[src/rtl/ins_decode_pipe_if.sv]
// rtl/ins_decode_pipe_if.sv - instruction in / decoded entry out handshake bundle
interface ins_decode_pipe_if #(
    parameter int XLEN  = 64,
    parameter int CNT_W = 16
);
    // Instruction side
    logic             in_valid;
    logic             in_ready;
    logic [31:0]      instruction;

    // Decoded head entry side
    logic             out_valid;
    logic             out_ready;
    logic [6:0]       opcode;
    logic [4:0]       rd;
    logic [2:0]       funct3;
    logic [4:0]       rs1;
    logic [4:0]       rs2;
    logic [6:0]       funct7;
    logic [XLEN-1:0]  imm;
    logic [2:0]       fmt;
    logic             illegal;

    // Statistics
    logic [CNT_W-1:0] decode_cnt;
    logic [CNT_W-1:0] illegal_cnt;

    // Fetch/execute side: supplies instructions, consumes decoded entries
    modport master (
        output in_valid, instruction, out_ready,
        input  in_ready, out_valid, opcode, rd, funct3, rs1, rs2, funct7,
               imm, fmt, illegal, decode_cnt, illegal_cnt
    );

    // Decoder side
    modport slave (
        input  in_valid, instruction, out_ready,
        output in_ready, out_valid, opcode, rd, funct3, rs1, rs2, funct7,
               imm, fmt, illegal, decode_cnt, illegal_cnt
    );
endinterface

[src/rtl/ins_decode_pipe.sv]
// rtl/ins_decode_pipe.sv - buffered RV32I/RV64I decoder with output FIFO and statistics
module ins_decode_pipe #(
    parameter int XLEN  = 64,
    parameter int DEPTH = 2,
    parameter int CNT_W = 16
) (
    input  logic             clk,
    input  logic             reset,
    input  logic             flush,
    ins_decode_pipe_if.slave bus
);
    localparam int PW = $clog2(DEPTH);
    localparam int CW = PW + 1;
    localparam logic [CW-1:0] DEPTH_C = CW'(DEPTH);

    localparam logic [2:0] FMT_R   = 3'd0;
    localparam logic [2:0] FMT_I   = 3'd1;
    localparam logic [2:0] FMT_S   = 3'd2;
    localparam logic [2:0] FMT_B   = 3'd3;
    localparam logic [2:0] FMT_U   = 3'd4;
    localparam logic [2:0] FMT_J   = 3'd5;
    localparam logic [2:0] FMT_ILL = 3'd7;

    typedef struct packed {
        logic [6:0]      opcode;
        logic [4:0]      rd;
        logic [2:0]      funct3;
        logic [4:0]      rs1;
        logic [4:0]      rs2;
        logic [6:0]      funct7;
        logic [XLEN-1:0] imm;
        logic [2:0]      fmt;
        logic            illegal;
    } entry_t;

    entry_t          mem_q [DEPTH];
    entry_t          last_q, last_d;
    entry_t          dec;
    entry_t          shown;
    logic [PW-1:0]   wr_ptr_q, wr_ptr_d;
    logic [PW-1:0]   rd_ptr_q, rd_ptr_d;
    logic [CW-1:0]   count_q, count_d;
    logic [CNT_W-1:0] dcnt_q, dcnt_d;
    logic [CNT_W-1:0] icnt_q, icnt_d;

    logic            in_ready;
    logic            out_valid;
    logic            push;
    logic            pop;
    logic [31:0]     ins;

    assign ins       = bus.instruction;
    assign in_ready  = (count_q < DEPTH_C);
    assign out_valid = (count_q != '0);

    // Flush wins over both handshakes; neither the FIFO nor the counters see them.
    assign push = bus.in_valid && in_ready && !flush;
    assign pop  = out_valid && bus.out_ready && !flush;

    // Split fields, classify the opcode and build the sign-extended immediate.
    always_comb begin
        dec         = '0;
        dec.opcode  = ins[6:0];
        dec.rd      = ins[11:7];
        dec.funct3  = ins[14:12];
        dec.rs1     = ins[19:15];
        dec.rs2     = ins[24:20];
        dec.funct7  = ins[31:25];
        dec.fmt     = FMT_ILL;
        dec.illegal = 1'b1;
        // Every accepted opcode ends in 2'b11, so a compressed/reserved
        // encoding falls through to the illegal default on its own.
        case (ins[6:0])
            7'b0110011, 7'b0111011: begin
                dec.fmt     = FMT_R;
                dec.illegal = 1'b0;
            end
            7'b0010011, 7'b0011011, 7'b0000011, 7'b1100111, 7'b1110011: begin
                dec.fmt     = FMT_I;
                dec.illegal = 1'b0;
                dec.imm     = {{(XLEN-12){ins[31]}}, ins[31:20]};
            end
            7'b0100011: begin
                dec.fmt     = FMT_S;
                dec.illegal = 1'b0;
                dec.imm     = {{(XLEN-12){ins[31]}}, ins[31:25], ins[11:7]};
            end
            7'b1100011: begin
                dec.fmt     = FMT_B;
                dec.illegal = 1'b0;
                dec.imm     = {{(XLEN-13){ins[31]}}, ins[31], ins[7], ins[30:25],
                               ins[11:8], 1'b0};
            end
            7'b0110111, 7'b0010111: begin
                dec.fmt     = FMT_U;
                dec.illegal = 1'b0;
                dec.imm     = {{(XLEN-32){ins[31]}}, ins[31:12], 12'b0};
            end
            7'b1101111: begin
                dec.fmt     = FMT_J;
                dec.illegal = 1'b0;
                dec.imm     = {{(XLEN-21){ins[31]}}, ins[31], ins[19:12], ins[20],
                               ins[30:21], 1'b0};
            end
            default: begin
                dec.fmt     = FMT_ILL;
                dec.illegal = 1'b1;
            end
        endcase
    end

    // Next-state for pointers, occupancy, held output entry and statistics.
    always_comb begin
        wr_ptr_d = wr_ptr_q;
        rd_ptr_d = rd_ptr_q;
        count_d  = count_q;
        last_d   = last_q;
        dcnt_d   = dcnt_q;
        icnt_d   = icnt_q;

        if (flush) begin
            wr_ptr_d = '0;
            rd_ptr_d = '0;
            count_d  = '0;
        end else begin
            if (push) begin
                wr_ptr_d = wr_ptr_q + 1'b1;
            end
            if (pop) begin
                rd_ptr_d = rd_ptr_q + 1'b1;
                last_d   = mem_q[rd_ptr_q];
            end
            case ({push, pop})
                2'b10:   count_d = count_q + 1'b1;
                2'b01:   count_d = count_q - 1'b1;
                default: count_d = count_q;
            endcase
        end

        if (push && (dcnt_q != '1)) begin
            dcnt_d = dcnt_q + 1'b1;
        end
        if (push && dec.illegal && (icnt_q != '1)) begin
            icnt_d = icnt_q + 1'b1;
        end
    end

    // Control and statistics registers; reset overrides flush.
    always_ff @(posedge clk) begin
        if (!reset) begin
            wr_ptr_q <= '0;
            rd_ptr_q <= '0;
            count_q  <= '0;
            last_q   <= '0;
            dcnt_q   <= '0;
            icnt_q   <= '0;
        end else begin
            wr_ptr_q <= wr_ptr_d;
            rd_ptr_q <= rd_ptr_d;
            count_q  <= count_d;
            last_q   <= last_d;
            dcnt_q   <= dcnt_d;
            icnt_q   <= icnt_d;
        end
    end

    // Entry storage; contents are only visible through count, so no reset needed.
    always_ff @(posedge clk) begin
        if (reset && push) begin
            mem_q[wr_ptr_q] <= dec;
        end
    end

    // Head entry while occupied, otherwise the last entry handed to execute.
    always_comb begin
        shown = last_q;
        if (out_valid) begin
            shown = mem_q[rd_ptr_q];
        end
    end

    assign bus.in_ready    = in_ready;
    assign bus.out_valid   = out_valid;
    assign bus.opcode      = shown.opcode;
    assign bus.rd          = shown.rd;
    assign bus.funct3      = shown.funct3;
    assign bus.rs1         = shown.rs1;
    assign bus.rs2         = shown.rs2;
    assign bus.funct7      = shown.funct7;
    assign bus.imm         = shown.imm;
    assign bus.fmt         = shown.fmt;
    assign bus.illegal     = shown.illegal;
    assign bus.decode_cnt  = dcnt_q;
    assign bus.illegal_cnt = icnt_q;
endmodule
[src/flat_wrapper.sv]
// flat-port wrapper written by rule: the top's interface ports become plain ports
module ins_decode_pipe_flat 
#(
    parameter int XLEN  = 64,
    parameter int DEPTH = 2,
    parameter int CNT_W = 16
)
  (clk, reset, flush, bus_in_valid, bus_instruction, bus_out_ready, bus_in_ready, bus_out_valid, bus_opcode, bus_rd, bus_funct3, bus_rs1, bus_rs2, bus_funct7, bus_imm, bus_fmt, bus_illegal, bus_decode_cnt, bus_illegal_cnt);
  ins_decode_pipe_if #(.XLEN(XLEN), .CNT_W(CNT_W)) bus_i ();
  input  logic clk;
  input  logic reset;
  input  logic flush;
  input wire logic [$bits(bus_i.in_valid)-1:0] bus_in_valid;
  input wire logic [$bits(bus_i.instruction)-1:0] bus_instruction;
  input wire logic [$bits(bus_i.out_ready)-1:0] bus_out_ready;
  output wire logic [$bits(bus_i.in_ready)-1:0] bus_in_ready;
  output wire logic [$bits(bus_i.out_valid)-1:0] bus_out_valid;
  output wire logic [$bits(bus_i.opcode)-1:0] bus_opcode;
  output wire logic [$bits(bus_i.rd)-1:0] bus_rd;
  output wire logic [$bits(bus_i.funct3)-1:0] bus_funct3;
  output wire logic [$bits(bus_i.rs1)-1:0] bus_rs1;
  output wire logic [$bits(bus_i.rs2)-1:0] bus_rs2;
  output wire logic [$bits(bus_i.funct7)-1:0] bus_funct7;
  output wire logic [$bits(bus_i.imm)-1:0] bus_imm;
  output wire logic [$bits(bus_i.fmt)-1:0] bus_fmt;
  output wire logic [$bits(bus_i.illegal)-1:0] bus_illegal;
  output wire logic [$bits(bus_i.decode_cnt)-1:0] bus_decode_cnt;
  output wire logic [$bits(bus_i.illegal_cnt)-1:0] bus_illegal_cnt;
  assign bus_i.in_valid = bus_in_valid;
  assign bus_i.instruction = bus_instruction;
  assign bus_i.out_ready = bus_out_ready;
  assign bus_in_ready = bus_i.in_ready;
  assign bus_out_valid = bus_i.out_valid;
  assign bus_opcode = bus_i.opcode;
  assign bus_rd = bus_i.rd;
  assign bus_funct3 = bus_i.funct3;
  assign bus_rs1 = bus_i.rs1;
  assign bus_rs2 = bus_i.rs2;
  assign bus_funct7 = bus_i.funct7;
  assign bus_imm = bus_i.imm;
  assign bus_fmt = bus_i.fmt;
  assign bus_illegal = bus_i.illegal;
  assign bus_decode_cnt = bus_i.decode_cnt;
  assign bus_illegal_cnt = bus_i.illegal_cnt;
  ins_decode_pipe #(.XLEN(XLEN), .DEPTH(DEPTH), .CNT_W(CNT_W)) u_core (.clk(clk), .reset(reset), .flush(flush), .bus(bus_i));
endmodule
[config.mk]
export PLATFORM = sky130hd
export DESIGN_NAME = ins_decode_pipe_flat
export DESIGN_NICKNAME = d
export VERILOG_FILES = /design/src/rtl/ins_decode_pipe_if.sv /design/src/rtl/ins_decode_pipe.sv /design/src/flat_wrapper.sv
export SDC_FILE = /design/constraint.sdc
export NUM_CORES = 1
export LEC_CHECK = 0
export CAP_MARGIN = 25
export CORE_ASPECT_RATIO = 1.75
export CORE_UTILIZATION = 53
export CTS_CLUSTER_DIAMETER = 150
export CTS_CLUSTER_SIZE = 10
export DETAILED_ROUTE_END_ITERATION = 12
export PLACE_DENSITY = 0.77
export SYNTH_ARGS = -nofsm -noshare
export SYNTH_HDL_FRONTEND = slang
export SYNTH_SLANG_ARGS = --single-unit
export TNS_END_PERCENT = 20
[constraint.sdc]
create_clock -name clk -period 8 [get_ports clk]
set_clock_uncertainty 0.2 [all_clocks]
set_input_delay 1.6 -clock clk [delete_from_list [all_inputs] [get_ports clk]]
set_output_delay 1.6 -clock clk [all_outputs]
set_load 0.01 [all_outputs]
# After elaboration in Yosys (flattened, before gate mapping)
# Memories as Yosys holds them, arrays and structs flattened. A register that Yosys moved wholly into a read port is not among the register bits.
# Cells that the tools add are included.
totals:
  ramBits: 200
  ff_bits: 136
  romBits: 0
  out_inout_bits: 134
  input_bits: 37
  mem_count: 1
  elab_cells: 64
  latch_bits: 0
classes:
  reduce_logical: 16
  mul: 0
  shifts: 0
  n_addsub: 6
  eq_ne: 16
  div_mod_pow: 0
  bitwise: 2
  order_cmp: 1
  mux: 8
memory_table:
  columns: ["memory", "words", "word_bits", "read_ports", "rd_clocked_by_memory_dff", "write_ports", "line", "source"]
  rows:
  - ["u_core.mem_q", 2, 100, 1, 1, 1, "ins_decode_pipe.sv:36", "entry_t mem_q [DEPTH];"]
op_table:
  columns: ["cell", "count"]
  rows:
  - ["$pmux W64 S5", 1]
  - ["$mux W100", 1]
  - ["$add A16 B1 Y16 const B", 2]
  - ["$ne A16 B16 Y1 const B", 2]
  - ["$eq A7 B6 Y1 const B", 4]
  - ["$eq A7 B7 Y1 const B", 4]
  - ["$pmux W4 S6", 1]
  - ["$eq A7 B5 Y1 const B", 3]
  - ["$logic_and A1 B1 Y1", 8]
  - ["$eq A7 B2 Y1 const B", 1]
  - ["$reduce_or A2 Y1", 3]
  - ["$reduce_or A5 Y1", 1]
  - ["$mux W1", 4]
  - ["$pmux W2 S2", 1]
  - ["$reduce_bool A2 Y1", 2]
  - ["$add A1 B1 Y1 const B", 2]
  - ["$add A2 B1 Y2 const B", 1]
  - ["$eq A2 B1 Y1 const B", 1]
  - ["$eq A2 B2 Y1 const B", 1]
  - ["$lt A2 B2 Y1 const B", 1]
  - ["$not A1 Y1", 2]
  - ["$reduce_and A2 Y1", 1]
  - ["$sub A2 B1 Y2 const B", 1]
  - ["$logic_not A1 Y1", 1]

# Depth between registers and ports, before layout
# Gate-level depths: netlist of the first run.
logic_depth:
  word_depth: 6
  ltp_mapped: 9
  depth_no_buf: 7

# Worst setup path after synthesis of the first run
# OpenSTA, ideal clock, no wires.
synth_path:
  kind: "input -> register"
  from: "input port reset"
  to: "memory u_core.mem_q[0][0] (netlist name) (enable)"
  slack_ns: 0.486
  setup_time_ns: 0.578
  path_stages: 4
  t_arrival_ns: 6.737
  n_path_buf: 2
  required_time_ns: 7.222
  path_cell_list: "inv_2 > clkbuf_1 > buf_1 > nor3_1"
synth_between:
  elab_chain_cells: 3
synth_lines:
  columns: ["item", "line", "source"]
  rows:
  - ["from (decl)", "flat_wrapper.sv:11", "input logic reset;"]
  - ["$logic_and A1 B1 Y1", "ins_decode_pipe.sv:169", "if (reset && push) begin"]
  - ["$mux W1", "ins_decode_pipe.sv:169", null]
  - ["$mux W1 (implied by the code)", "ins_decode_pipe.sv:170", "mem_q[wr_ptr_q] <= dec;"]
  - ["to (decl)", "ins_decode_pipe.sv:36", null]
# No other way between the ends.

# Worst setup path in the final report of the first run
layout_path:
  from: "register u_core.count_q[1]"
  to: "output port bus_funct7[1]"
layout_between:
  elab_chain_cells: 2
layout_lines:
  columns: ["item", "line", "source"]
  rows:
  - ["from (decl)", "ins_decode_pipe.sv:42", "logic [CW-1:0] count_q, count_d;"]
  - ["from (signal assigned)", "ins_decode_pipe.sv:160", "count_q <= count_d;"]
  - ["$reduce_bool A2 Y1", "ins_decode_pipe.sv:54", "assign out_valid = (count_q != '0);"]
  - ["$mux W100", "ins_decode_pipe.sv:177", "if (out_valid) begin"]
  - ["to (decl)", "flat_wrapper.sv:23", "output wire logic [$bits(bus_i.funct7)-1:0] bus_funct7;"]
# No other way between the ends.

==> results by group, run 1 <==
Yosys
  – Post-synth net total: 975
  – Distinct cell type count after synthesis: between 40 and 50
  – Synth Register Bits: about 240
  – Number of enable flip-flop cells after synthesis: between 100 and 150
  – Synth top area cells: edfxtp_1 (40%), dfxtp_1 (20%), mux2i_1 (7.1%), nor2_1 (5.9%), a211oi_1 (5.0%)
  – Async SR Flop Fraction: 0
  – Register area share after synthesis: 0.599
  – Post-Syn Instances: roughly 940
  – Top_reg_cell synth: edfxtp_1
  – Top post-synthesis cells by count: nor2_1 (162), edfxtp_1 (136), dfxtp_1 (105)
  – Most numerous cell in the Yosys netlist: nor2_1
  – Synth top area share: 0.395
  – Post-Syn Area: 10300 sq um
  – Yosys warns: 0
  – Leading area contributor after synthesis: edfxtp_1
  – Avg Inst Size Synth: between 10 and 15 sq um

Clock network
  – Resize count post-CTS: 0
  – Clock Root Buffer: clkbuf_16
  – Post-CTS Setup Repair Bufs: 0
  – CTS max path bufs: 3
  – CTS tree: built
  – CTS Buf Count: 28
  – Clk sinks: between 200 and 250
  – Clk_lat worst skew: 0.52 ns
  – Hold_buf cts: 0
  – Clock Pin Slew Worst Setup and Hold Paths: ~0.060 ns
  – H-Tree Depth: 1

Worst setup path
  – CP Capture Type: primary output
  – Crit-path max FO: 79
  – Crit path DAT: 3.21 ns
  – Crit start category: register
  – Worst Path Required: 6.20 ns
  – Crit path kind: reg -> out

Drt
  – DR WL/cell: 18.0 um
  – Routed met2 length: approximately 13000 um
  – Pre-antenna DRT Iters: 6
  – Post-route ant nets: 0
  – Met3 WL post-DR: ~1300 um
  – Initial DRC count: 523
  – Via/cell ratio: ~5.7
  – Post-Route WL: between 20000 and 25000 um
  – Via count: about 7500
  – M1 WL: slightly above 9000 um
  – DRC Markers: 0
  – Top layer in use: met4

Floorplan
  – Core ar.: between 15000 and 20000 sq um
  – Die height: ~190 um
  – Die width: 108 um
  – Starting density of the core: 0.541
  – I/O pin cnt: 171
  – Row cnt: 67
  – Die area: approximately 20000 sq um

Placed design
  – Final HPWL DP: between 15000 and 20000 um
  – Pre-CTS setup slack: roughly 3.4 ns
  – Placed insts: about 1300
  – Placed cell area: roughly 12000 sq um
  – Final GP Congestion: between 0.8 and 0.9
  – Port bufs: between 150 and 200

Timing
  – RSZ-0062 raised after global routing: no
  – Final Slew Violations: 0
  – Period utilisation layout: 0.627
  – WHS: 0.294 ns
  – Worst Slack Setup Final: between 2 and 3 ns
  – Setup_tns: 0 ns
  – Max transition margin: 0.356
  – Final setup violation count: 0
  – Endpoints failing hold: 0
  – Worst slew pin tran: 0.964 ns
  – Achievable Freq: between 150 and 200 MHz
  – Period minus WS final: around 5.0 ns

Run status
  – Status: finished clean

Finish
  – Diode count: 0
  – Final non-filler cell total: 1313
  – Layout cells sized above 1: 0.0504
  – Fin nets: about 1100
  – Core Util, Final: 0.669
  – Area delta synth->final: 23.8%
  – Post-route cell area: between 10000 and 15000 sq um

GRT
  – Vias in the first global route: ~7300
  – Total grt overflow: 0
  – Overall Global Routing Usage: 0.237
  – Pin count of the biggest net entering global routing: 95
  – First-pass GRT wire length: 37500 um
  – Initial antenna violation count: 0

Worst hold path
  – Hold WC Path Type: reg -> reg

Power
  – Total power: approximately 2.7 mW
  – Lkg Pwr: roughly 4.2 nW
  – Pwr/cell area: approximately 210 nW/um^2
  – Worst VDD drop: about 0.19 mV

Job
  – Max cap viols: 0
worst max-delay path: stages, from the launching register on:
cell and delay [ns]:
dfxtp_1 0.42, or2_4 0.58, buf_4 0.73, nor2_1 0.10
a21oi_1 0.20, clkdlybuf4s50_1 0.61
power breakdown:
part	internal, mW	total [mW]	switching [mW]
registers	1.33	1.34	0.00924
clock network	0.675	1.14	0.465
logic	0.109	0.232	0.123
total	2.11	2.71	0.597
layout by cell type, fill, tap and decap left out, types with 22 or more instances in the layout:
master / n
clkdlybuf4s50_1: 170
nor2_1: 161
edfxtp_1: 136
dfxtp_1: 104
a21oi_1: 91
mux2i_1: 73
a211oi_1: 69
clkbuf_16: 29
nand2_1: 28
clkbuf_1: 22
sequential cells by signal (all words and copies together) (netlist names), named ones only:
signal	flops
u_core.rd_ptr_q	1
u_core.mem_q	136
u_core.last_q	68
u_core.bus.decode_cnt	16
u_core.bus.illegal_cnt	16
u_core.count_q	2
u_core.wr_ptr_q	1
cell type report:
cell class	count	area, sq um
clock buffers	51	808
clock inverters	1	8.76
fillers	1466	6320
inverters	8	31.3
multi-input cells	590	3630
flip-flops and latches	241	6190
well taps	241	302
repair buffers	181	1820
final timing paths:
check	from	end	slack, ns	depth (start not counted)
max	u_core.count_q[1]$_SDFFE_PP0P_	bus_funct7[1]	2.99	5
min	u_core.bus.illegal_cnt[7]$_SDFFE_PN0P_	u_core.bus.illegal_cnt[7]$_SDFFE_PN0P_	0.29	2
max reg2reg	u_core.count_q[1]$_SDFFE_PP0P_	u_core.last_q[68]$_SDFFE_PN0P_	4.36	6
min reg2reg	u_core.bus.illegal_cnt[7]$_SDFFE_PN0P_	u_core.bus.illegal_cnt[7]$_SDFFE_PN0P_	0.29	2
logic make-up after synthesis:
logic type,Yosys count,synth area share
xor+xnor,18,0.0153
simple gates,277,0.124
flops,241,0.599
compound gates,218,0.135
buf+inv,104,0.0521
fa+ha+maj,4,0.00460
mux,73,0.0707
metal layers:
layer	vias up	track usage
met3	49	0.0367
met1	3582	0.275
li1	3613	-
met2	245	0.431
met4	0	0.0869
met5	-	0
Power figures use the tool's default switching activity.
==> run 2, diff against run 1 <==
==> constraint.sdc (replaced) <==
create_clock -name clk -period 4.7 [get_ports clk]
set_clock_uncertainty 0.2 [all_clocks]
set_input_delay 0.94 -clock clk [delete_from_list [all_inputs] [get_ports clk]]
set_output_delay 0.94 -clock clk [all_outputs]
set_load 0.01 [all_outputs]
==> results by group, run 2 (synthesized netlist as in run 1, its figures left out) <==
Run status
  – Status: finished clean

Placed design
  – Placed cell area: between 10000 and 15000 sq um
  – Final HPWL DP: around 15000 um
  – Port bufs: between 150 and 200
  – Final GP Congestion: between 0.7 and 0.8

Floorplan
  – I/O pin cnt: 171
  – Die width: about 110 um
  – Core ar.: ~19000 sq um
  – Row cnt: 67
  – Die area: roughly 20000 sq um
  – Starting density of the core: 0.541
  – Die height: about 190 um

Timing
  – Endpoints failing hold: 0
  – Period utilisation layout: 0.831
  – Achievable Freq: 256 MHz
  – Period minus WS final: roughly 4 ns
  – Final Slew Violations: 0
  – Setup_tns: 0 ns
  – Max transition margin: 0.274
  – RSZ-0062 raised after global routing: no
  – Final setup violation count: 0
  – Worst slew pin tran: 1.08 ns

Finish
  – Diode count: 0
  – Post-route cell area: 12800 sq um
  – Max reg flops: around 140
  – Layout cells sized above 1: 0.0548
  – Top flop regs: u_core.mem_q (136), u_core.last_q (68)
  – Most frequent cells in the layout: clkdlybuf4s50_1 (170), nor2_1 (161), edfxtp_1 (136)
  – Most common cell after layout, fill and taps aside: clkdlybuf4s50_1
  – Biggest register: u_core.mem_q
  – Area delta synth->final: 24.2%
  – Fin nets: 1095

Clock network
  – Clock Pin Slew Worst Setup and Hold Paths: 0.06 ns
  – Clock Root Buffer: clkbuf_16
  – Post-CTS Setup Repair Bufs: 0
  – CTS tree: built
  – CTS max path bufs: 3
  – Hold_buf cts: 0
  – H-Tree Depth: 1
  – Clk_lat worst skew: 0.53 ns
  – Clk sinks: ~240
  – CTS Buf Count: 28
  – Resize count post-CTS: 0

GRT
  – Overall Global Routing Usage: 0.232
  – First-pass GRT wire length: about 37000 um
  – Met1 usage: 0.256
  – Vias in the first global route: ~7200
  – Met3 GRT Util: 0.0391
  – Met2 Use GR: 0.428
  – GRT busiest layer: met2
  – Total grt overflow: 0
  – Initial antenna violation count: 1
  – Pin count of the biggest net entering global routing: between 80 and 90

Power
  – Lkg Pwr: ~4.2 nW
  – Worst VDD drop: about 0.26 mV
  – Pwr/cell area: about 360 nW/um^2

Drt
  – Initial DRC count: 424
  – DR WL/cell: 17.8 um
  – DRC Markers: 0
  – Post-route ant nets: 0
  – Pre-antenna DRT Iters: 5
  – Via count: about 7500
  – Post-Route WL: roughly 23000 um
  – Via/cell ratio: between 5 and 6

Worst hold path
  – Hold Path End: u_core.bus.illegal_cnt[15]$_SDFFE_PN0P_
  – Hold path cells: 2
  – Hold WC Path Type: reg -> reg
  – Min-delay src: u_core.bus.illegal_cnt[15]$_SDFFE_PN0P_

Worst setup path
  – R2r endpoint: u_core.last_q[34]$_SDFFE_PN0P_
  – Crit start category: register
  – Crit path DAT: 2.77 ns
  – R2r worst-path depth: 7
  – RR Startpoint: u_core.count_q[1]$_SDFFE_PP0P_
  – CP Capture Type: primary output
  – Worst Path Required: roughly 3.6 ns
  – Reg2reg setup slack: 1.65 ns
  – Crit-path max FO: 46
  – Crit path kind: reg -> out

Job
  – Max cap viols: 0
run 2: area by class of cell:
| class | count | area, sq um |
|---|---|---|
| clock buffer | 50 | 805 |
| clock inverter | 1 | 8.76 |
| fill | 1486 | 6270 |
| inverter | 8 | 31.3 |
| multi-input combinational | 590 | 3640 |
| sequential | 241 | 6190 |
| tap | 241 | 302 |
| timing repair buffer | 186 | 1870 |
run 2: metrics by stage:
step	std cells	total power, mW	setup slack (ns)	utilization	hold slack, ns
after global placement	1265	2.71	1.32	0.628	0.275
after detailed placement	1266	2.71	1.26	0.629	0.283
final	1317	4.60	0.794	0.672	0.296
after global routing	1317	4.75	0.668	0.672	0.311
after floorplan	935	2.53	0.783	-	0.272
after CTS	1317	4.63	0.783	0.672	0.290
run 2: worst max path at each step:
stage,startpoint,endpoint,slack [ns],cells after the start
after floorplan,u_core.count_q[1]$_SDFFE_PP0P_,bus_imm[32],0.78,6
after global placement,bus_instruction[2],u_core.bus.illegal_cnt[7]$_SDFFE_PN0P_,1.32,7
after detailed placement,bus_instruction[2],u_core.bus.illegal_cnt[4]$_SDFFE_PN0P_,1.26,7
after CTS,register,bus_imm[5],0.78,4
after global routing,u_core.count_q[1]$_SDFFE_PP0P_,bus_imm[24],0.67,5
final,u_core.count_q[1]$_SDFFE_PP0P_,bus_funct7[1],0.79,5
run 2: power breakdown:
part | total [mW] | internal [mW] | switching, mW
Combinational | 0.399 | 0.187 | 0.212
Sequential | 2.27 | 2.26 | 0.0159
Clock | 1.93 | 1.14 | 0.782
Total | 4.60 | 3.59 | 1.01
run 2: critical path, stage by stage (launching register included):
cell	delay (ns)
dfxtp_1	0.43
or2_4	0.55
buf_4	0.42
nor2_1	0.07
a21oi_1	0.19
clkdlybuf4s50_1	0.57
run 2: layer usage:
| layer | vias up | share of wire | routed length [um] |
|---|---|---|---|
| met3 | 54 | 0.055 | 1280 |
| li1 | 3631 | - | - |
| met5 | - | 0.00068 | 16 |
| met4 | 2 | 0.037 | 868 |
| met1 | 3572 | 0.38 | 8850 |
| met2 | 256 | 0.53 | 12400 |
